**src/rtl/hcsr04_echo_responder.sv**
```systemverilog
// HC-SR04 sensor emulator: qualifies a trigger pulse, waits a burst delay, then drives an echo whose width encodes distance_cm.
// Echo rises BURST_CYCLES after the start edge. There is no backpressure: trigger activity while busy is ignored.
module hcsr04_echo_responder #(
  parameter int unsigned MIN_TRIG_CYCLES = 1000,
  parameter bit          START_ON_FALL   = 1'b1,
  parameter int unsigned BURST_CYCLES    = 20000,
  parameter int unsigned CYCLES_PER_CM   = 5882,
  parameter int unsigned MAX_RANGE_CM    = 400,
  parameter int unsigned TIMEOUT_CYCLES  = 3800000,
  parameter int unsigned HOLDOFF_CYCLES  = 6000000
) (
  input  logic        clk,
  input  logic        reset_n,
  input  logic        trigger,
  input  logic [8:0]  distance_cm,
  input  logic        object_present,
  output logic        echo,
  output logic        busy,
  output logic        trig_short,
  output logic [15:0] meas_count
);

  localparam logic [31:0] MIN_C   = 32'(MIN_TRIG_CYCLES);
  localparam logic [31:0] BURST_C = 32'(BURST_CYCLES);
  localparam logic [31:0] CPC_C   = 32'(CYCLES_PER_CM);
  localparam logic [31:0] MAX_C   = 32'(MAX_RANGE_CM);
  localparam logic [31:0] TO_C    = 32'(TIMEOUT_CYCLES);
  localparam logic [31:0] HOLD_C  = 32'(HOLDOFF_CYCLES);

  typedef enum logic [2:0] {IDLE, TRIG_HI, BURST, ECHO, HOLDOFF} state_t;

  state_t      state, state_nxt;
  logic [31:0] trig_cnt, trig_cnt_nxt;
  logic [31:0] phase_cnt, phase_cnt_nxt;
  logic [31:0] hold_cnt, hold_cnt_nxt;
  logic [31:0] echo_len, echo_len_nxt;
  logic [31:0] start_len;
  logic        echo_nxt, busy_nxt, trig_short_nxt;
  logic [15:0] meas_count_nxt;
  logic        trig_q, trig_fall, start;
  logic [1:0]  rst_sync;
  logic        rst_n;

  // Assert asynchronously, release two clocks after reset_n rises.
  always_ff @(posedge clk or negedge reset_n) begin
    if (!reset_n) rst_sync <= 2'b00;
    else          rst_sync <= {rst_sync[0], 1'b1};
  end
  assign rst_n = rst_sync[1];

  assign trig_fall = trig_q & ~trigger;

  always_comb begin
    if (!object_present || distance_cm == 9'd0 || {23'd0, distance_cm} > MAX_C)
      start_len = TO_C;
    else
      start_len = {23'd0, distance_cm} * CPC_C;
  end

  always_comb begin
    state_nxt      = state;
    trig_cnt_nxt   = trig_cnt;
    phase_cnt_nxt  = phase_cnt;
    hold_cnt_nxt   = hold_cnt;
    echo_len_nxt   = echo_len;
    echo_nxt       = echo;
    busy_nxt       = busy;
    trig_short_nxt = 1'b0;
    meas_count_nxt = meas_count;
    start          = 1'b0;
    case (state)
      IDLE: begin
        // Level-sensitive, so a trigger still high after holdoff re-arms at once.
        if (trigger) begin
          state_nxt    = TRIG_HI;
          trig_cnt_nxt = 32'd1;
        end
      end
      TRIG_HI: begin
        if (trig_fall) begin
          if (START_ON_FALL && trig_cnt >= MIN_C) begin
            start = 1'b1;
          end else begin
            trig_short_nxt = 1'b1;
            trig_cnt_nxt   = 32'd0;
            state_nxt      = IDLE;
          end
        end else if (!START_ON_FALL && trig_cnt + 32'd1 >= MIN_C) begin
          start = 1'b1;
        end else if (trig_cnt < MIN_C) begin
          trig_cnt_nxt = trig_cnt + 32'd1;
        end
      end
      BURST: begin
        hold_cnt_nxt = hold_cnt + 32'd1;
        if (phase_cnt + 32'd1 >= BURST_C) begin
          echo_nxt      = 1'b1;
          phase_cnt_nxt = 32'd0;
          state_nxt     = ECHO;
        end else begin
          phase_cnt_nxt = phase_cnt + 32'd1;
        end
      end
      ECHO: begin
        hold_cnt_nxt = hold_cnt + 32'd1;
        if (phase_cnt + 32'd1 >= echo_len) begin
          echo_nxt       = 1'b0;
          meas_count_nxt = meas_count + 16'd1;
          phase_cnt_nxt  = 32'd0;
          state_nxt      = HOLDOFF;
        end else begin
          phase_cnt_nxt = phase_cnt + 32'd1;
        end
      end
      HOLDOFF: begin
        hold_cnt_nxt = hold_cnt + 32'd1;
        // hold_cnt lags the cycles-since-start by one, hence the +1.
        if (hold_cnt + 32'd1 >= HOLD_C) begin
          busy_nxt  = 1'b0;
          state_nxt = IDLE;
        end
      end
      default: state_nxt = IDLE;
    endcase
    if (start) begin
      state_nxt     = BURST;
      trig_cnt_nxt  = 32'd0;
      phase_cnt_nxt = 32'd0;
      hold_cnt_nxt  = 32'd0;
      echo_len_nxt  = start_len;
      busy_nxt      = 1'b1;
    end
  end

  always_ff @(posedge clk or negedge rst_n) begin
    if (!rst_n) begin
      state      <= IDLE;
      trig_q     <= 1'b0;
      trig_cnt   <= 32'd0;
      phase_cnt  <= 32'd0;
      hold_cnt   <= 32'd0;
      echo_len   <= 32'd0;
      echo       <= 1'b0;
      busy       <= 1'b0;
      trig_short <= 1'b0;
      meas_count <= 16'd0;
    end else begin
      state      <= state_nxt;
      trig_q     <= trigger;
      trig_cnt   <= trig_cnt_nxt;
      phase_cnt  <= phase_cnt_nxt;
      hold_cnt   <= hold_cnt_nxt;
      echo_len   <= echo_len_nxt;
      echo       <= echo_nxt;
      busy       <= busy_nxt;
      trig_short <= trig_short_nxt;
      meas_count <= meas_count_nxt;
    end
  end

endmodule
```
**config.mk**
```make
export PLATFORM = sky130hd
export DESIGN_NAME = hcsr04_echo_responder
export DESIGN_NICKNAME = d
export VERILOG_FILES = /design/src/rtl/hcsr04_echo_responder.sv
export SDC_FILE = /design/constraint.sdc
export NUM_CORES = 1
export LEC_CHECK = 0
export ABC_AREA = 1
export CELL_PAD_IN_SITES_DETAIL_PLACEMENT = 1
export CELL_PAD_IN_SITES_GLOBAL_PLACEMENT = 1
export CORE_UTILIZATION = 42
export CTS_CLUSTER_SIZE = 40
export DETAILED_ROUTE_END_ITERATION = 7
export GPL_ROUTABILITY_DRIVEN = 0
export PLACE_DENSITY = 0.75
export SYNTH_ARGS = -nofsm -noshare
export SYNTH_HDL_FRONTEND = slang
export SYNTH_SLANG_ARGS = --single-unit
```
**constraint.sdc**
```tcl
create_clock -name clk -period 4.5 [get_ports clk]
set_clock_uncertainty 0.2 [all_clocks]
set_input_delay 0.9 -clock clk [delete_from_list [all_inputs] [get_ports clk]]
set_output_delay 0.9 -clock clk [all_outputs]
set_load 0.02 [all_outputs]
```
==> flow_metrics.tcl <==
set metrics [dict create \
    drt-wirelength-per-cell_microns 16.61 \
    post-synth-top-count-cell "nand2_1" \
    yosys.area.top_type_share_pct 32.89 \
    first_global_vias 10840 \
    largest_family_of_logic_cells_by_synthesized_area "simple AND/OR/NAND/NOR gates" \
    post_synth_fa_ha_maj_area_fraction_pct 16.28 \
    postSynthNetCount 1605 \
    synth.yosys.seq_area_share_pct 32.89 \
    layout_min_cycle_time_ps 4487 \
    crit_path_start_kind "input pin" \
    synth-xor-area-share_pct 2.270 \
    die_width_microns 162.4 \
    netlist-cell-type-count 47 \
    setup_viol 0 \
    synthFlopType "dfrtp_1" \
    drive_above_1_share_pct 14.84 \
    timing_hold_violations_final 0 \
    synth.avg_cell_area_sq_um 7.320 \
    totalWireLength_mm 32.22 \
    power.share.clock_pct 29.1 \
    dieArea_sq_mm 0.02637 \
    simple_gate_area_share_of_the_yosys_netlist_pct 30.47 \
    synth-async-reset-ratio_pct 100.0 \
    synth_seq_cells 142 \
    setup_tns_ps 0 \
    cap_violations 0 \
    end_kind "flop" \
    detailroute.via_count 10020 \
    crit_path_max_incr_delay_ps 600 \
    ff2ff_setup_slack_ps 470 \
    critPathLaunch "distance_cm[3]" \
    run_status "finished clean" \
    dr.first_iter.drc_count 395 \
    remaining_drc_errors 0 \
    mappedNetlistArea_sq_mm 0.01080 \
    worst_hold_path_type "reg -> reg" \
    grt_first_pass_wirelength_mm 53.75 \
    grt.overflow.total 0 \
    most_area_hungry_cell_type_in_the_yosys_netlist "dfrtp_1" \
    cts_buffers 17 \
    timing.critical_path.required_ps 4680 \
    max_slew_margin_pct 28.67 \
    post-place-ws_ps -1040 \
    max_freq_mhz 222.9 \
    synth_edf_count 0 \
    internal_power_uw 3369 \
    pwr_density_cell_mw_per_mm2 407.4 \
    share_comb_of_total_power_pct 46.6 \
    rsz0062_at_grt "yes" \
    r2r-start "phase_cnt[1]" \
    tightest_slew_ps 1070 \
    cts_tree "yes" \
    crit_type "in -> reg" \
    cts.clk_slew.worst_paths_ps 70 \
    ys_top_cells_by_count "nand2_1, inv_1, nor2_1, dfrtp_1, nand3_1" \
    pin_count_of_the_biggest_net_entering_global_routing 76 \
    synthesis.instances 1476 \
    drt_pre_antenna_iters 4 \
    finalPower_uw 5302 \
    net-switching-power_uw 1933 \
    hpwlAfterDp_mm 24.44 \
    worst_path_cell_chain "buf_6, fa_2, inv_2, fa_1, inv_1, fa_1, inv_2, fa_1, inv_2, ha_4, nand2_2, nand2_2, a21oi_2, o21ai_2, inv_2, nor2_4, nor2_4, o21ai_4, nand2_2, nand2_1, nand2_1, nand3_1, and2_1" \
    post_layout_cell_count 1940 \
    drv_slew 0 \
    clk_latency_ps 440 \
    post_synth_main_area_contributors "dfrtp_1, nand2_1, inv_1, ha_1, fa_1" \
    fp.dieH_microns 162.4 \
    final_antenna_net_count 0 \
    cts_root_buffer "clkbuf_16" \
    cts_hold_buf 0 \
    area_delta_synth_final_pct 20.46 \
    crit_slowest_cell "fa_2" \
    clock_tree.buffer_depth 2 \
    rows 58 \
    power.share.sequential_pct 24.4 \
    path_common_cell "inv_2" \
    timing.hold.ws_ps 156.0 \
    ys.warnings.count 0 \
    vdd.ir_drop.worst_uv 325.2 \
    place_inst 1897 \
    core_area_sq_mm 0.02518 \
    synth_compound_gate_area_share_pct 7.446 \
    antenna_found_initial 0 \
    cts-htree-levels 4 \
    finalCritPeriodShare_pct 99.71 \
    grt_util_all_layers_pct 25.67 \
    final_nets 1726 \
    synth_mux_area_share_pct 0 \
    numClockSinks 142 \
    initial_utilization_pct 42.90 \
    power.switching_fraction_pct 36.45 \
    cellLeakagePower_uw 0.006804 \
    numPortBuffers 31 \
    worstHoldStart "rst_sync[0]" \
    diodes 0 \
    drt-vias-per-instance 5.164 \
    arrival_ps 4660 \
    finalWorstSetupSlack_ps 13.10 \
    floorplan.io_pins 32 \
    worstPathMaxFanout 3 \
]
## final cells by class
cell class	count	area [sq um]
clock buffer	18	439.2
clock inverter	14	192.7
inverter	274	1037
tap	330	412.9
sequential	142	3557
multi-input combinational	1043	6404
timing repair buffer	119	972.2
fill	3191	12170
## kinds of logic after synthesis
kind of cell / Yosys count
simple gates: 759
fa+ha+maj: 116
other cells: 1
flops: 142
buf+inv: 291
xor+xnor: 28
compound gates: 139
## critical path: cells and delay by family
kind	cells	cell delay (ps)
and+or+nand+nor	9	670
adders and majority gates	5	2340
buffers and inverters	6	350
AOI/OAI and AO/OA	3	400
## repair_timing
action | 4_1_cts | 5_1_grt
pin swaps | 28 | 22
setup endpoints to repair | 11 | 9
buffers inserted | 8 | 3
gates resized for setup | 63 | 39
## per-layer routing
metal	up-vias	global-route usage (%)	wire length [microns]
li1	4881	-	-
met1	4977	32.46	14360
met2	115	45.96	16620
met3	46	3.081	684
met4	0	6.818	554
met5	-	0	0
## per-stage QoR
stage | instance area [sq um] | util [%]
final | 13020 | 51.68
after global routing | 13020 | 51.68
after CTS | 12860 | 51.07
after detailed placement | 12090 | 48.02
after global placement | 12090 | 48.02
after floorplan | 10890 | -
## cells in the final DEF (no fill, tap or decap), drive strengths merged, types with 8 or more instances in the layout
| master | n |
|---|---|
| inv | 281 |
| nor3 | 15 |
| nand2 | 395 |
| nand3 | 84 |
| fa | 41 |
| nand3b | 8 |
| xor2 | 18 |
| nand4 | 37 |
| a21oi | 37 |
| buf | 95 |
| nor2 | 205 |
| xnor2 | 10 |
| o22ai | 22 |
| clkdlybuf4s50 | 22 |
| clkbuf | 19 |
| o21ai | 58 |
| a22oi | 8 |
| ha | 75 |
| dfrtp | 142 |
## state kept, by name, summed over array words and instances (netlist names)
name,cells
hold_cnt,32
phase_cnt,32
trig_cnt,32
echo_len,21
meas_count,16
state,3
rst_sync,2
busy,1
echo,1
trig_q,1
trig_short,1
## power groups by stage
| stage | clock [uW] | combinational (uW) | sequential (uW) |
|---|---|---|---|
| after global routing | 1620 | 2740 | 1290 |
| final | 1540 | 2470 | 1290 |
| after CTS | 1570 | 2200 | 1290 |
| after global placement | 0 | 1830 | 1320 |
| after detailed placement | 0 | 1920 | 1320 |
| after floorplan | 0 | 1080 | 1320 |
## worst paths after layout
path	endpoint	depth (start not counted)
max in group asynchronous	phase_cnt[3]	1
max reg2reg	meas_count[5]	18
min	rst_sync[1]	0
min in group asynchronous	trig_cnt[27]	0
max	echo_len[19]	23
min reg2reg	rst_sync[1]	0
(Power assumes the default switching activity.)
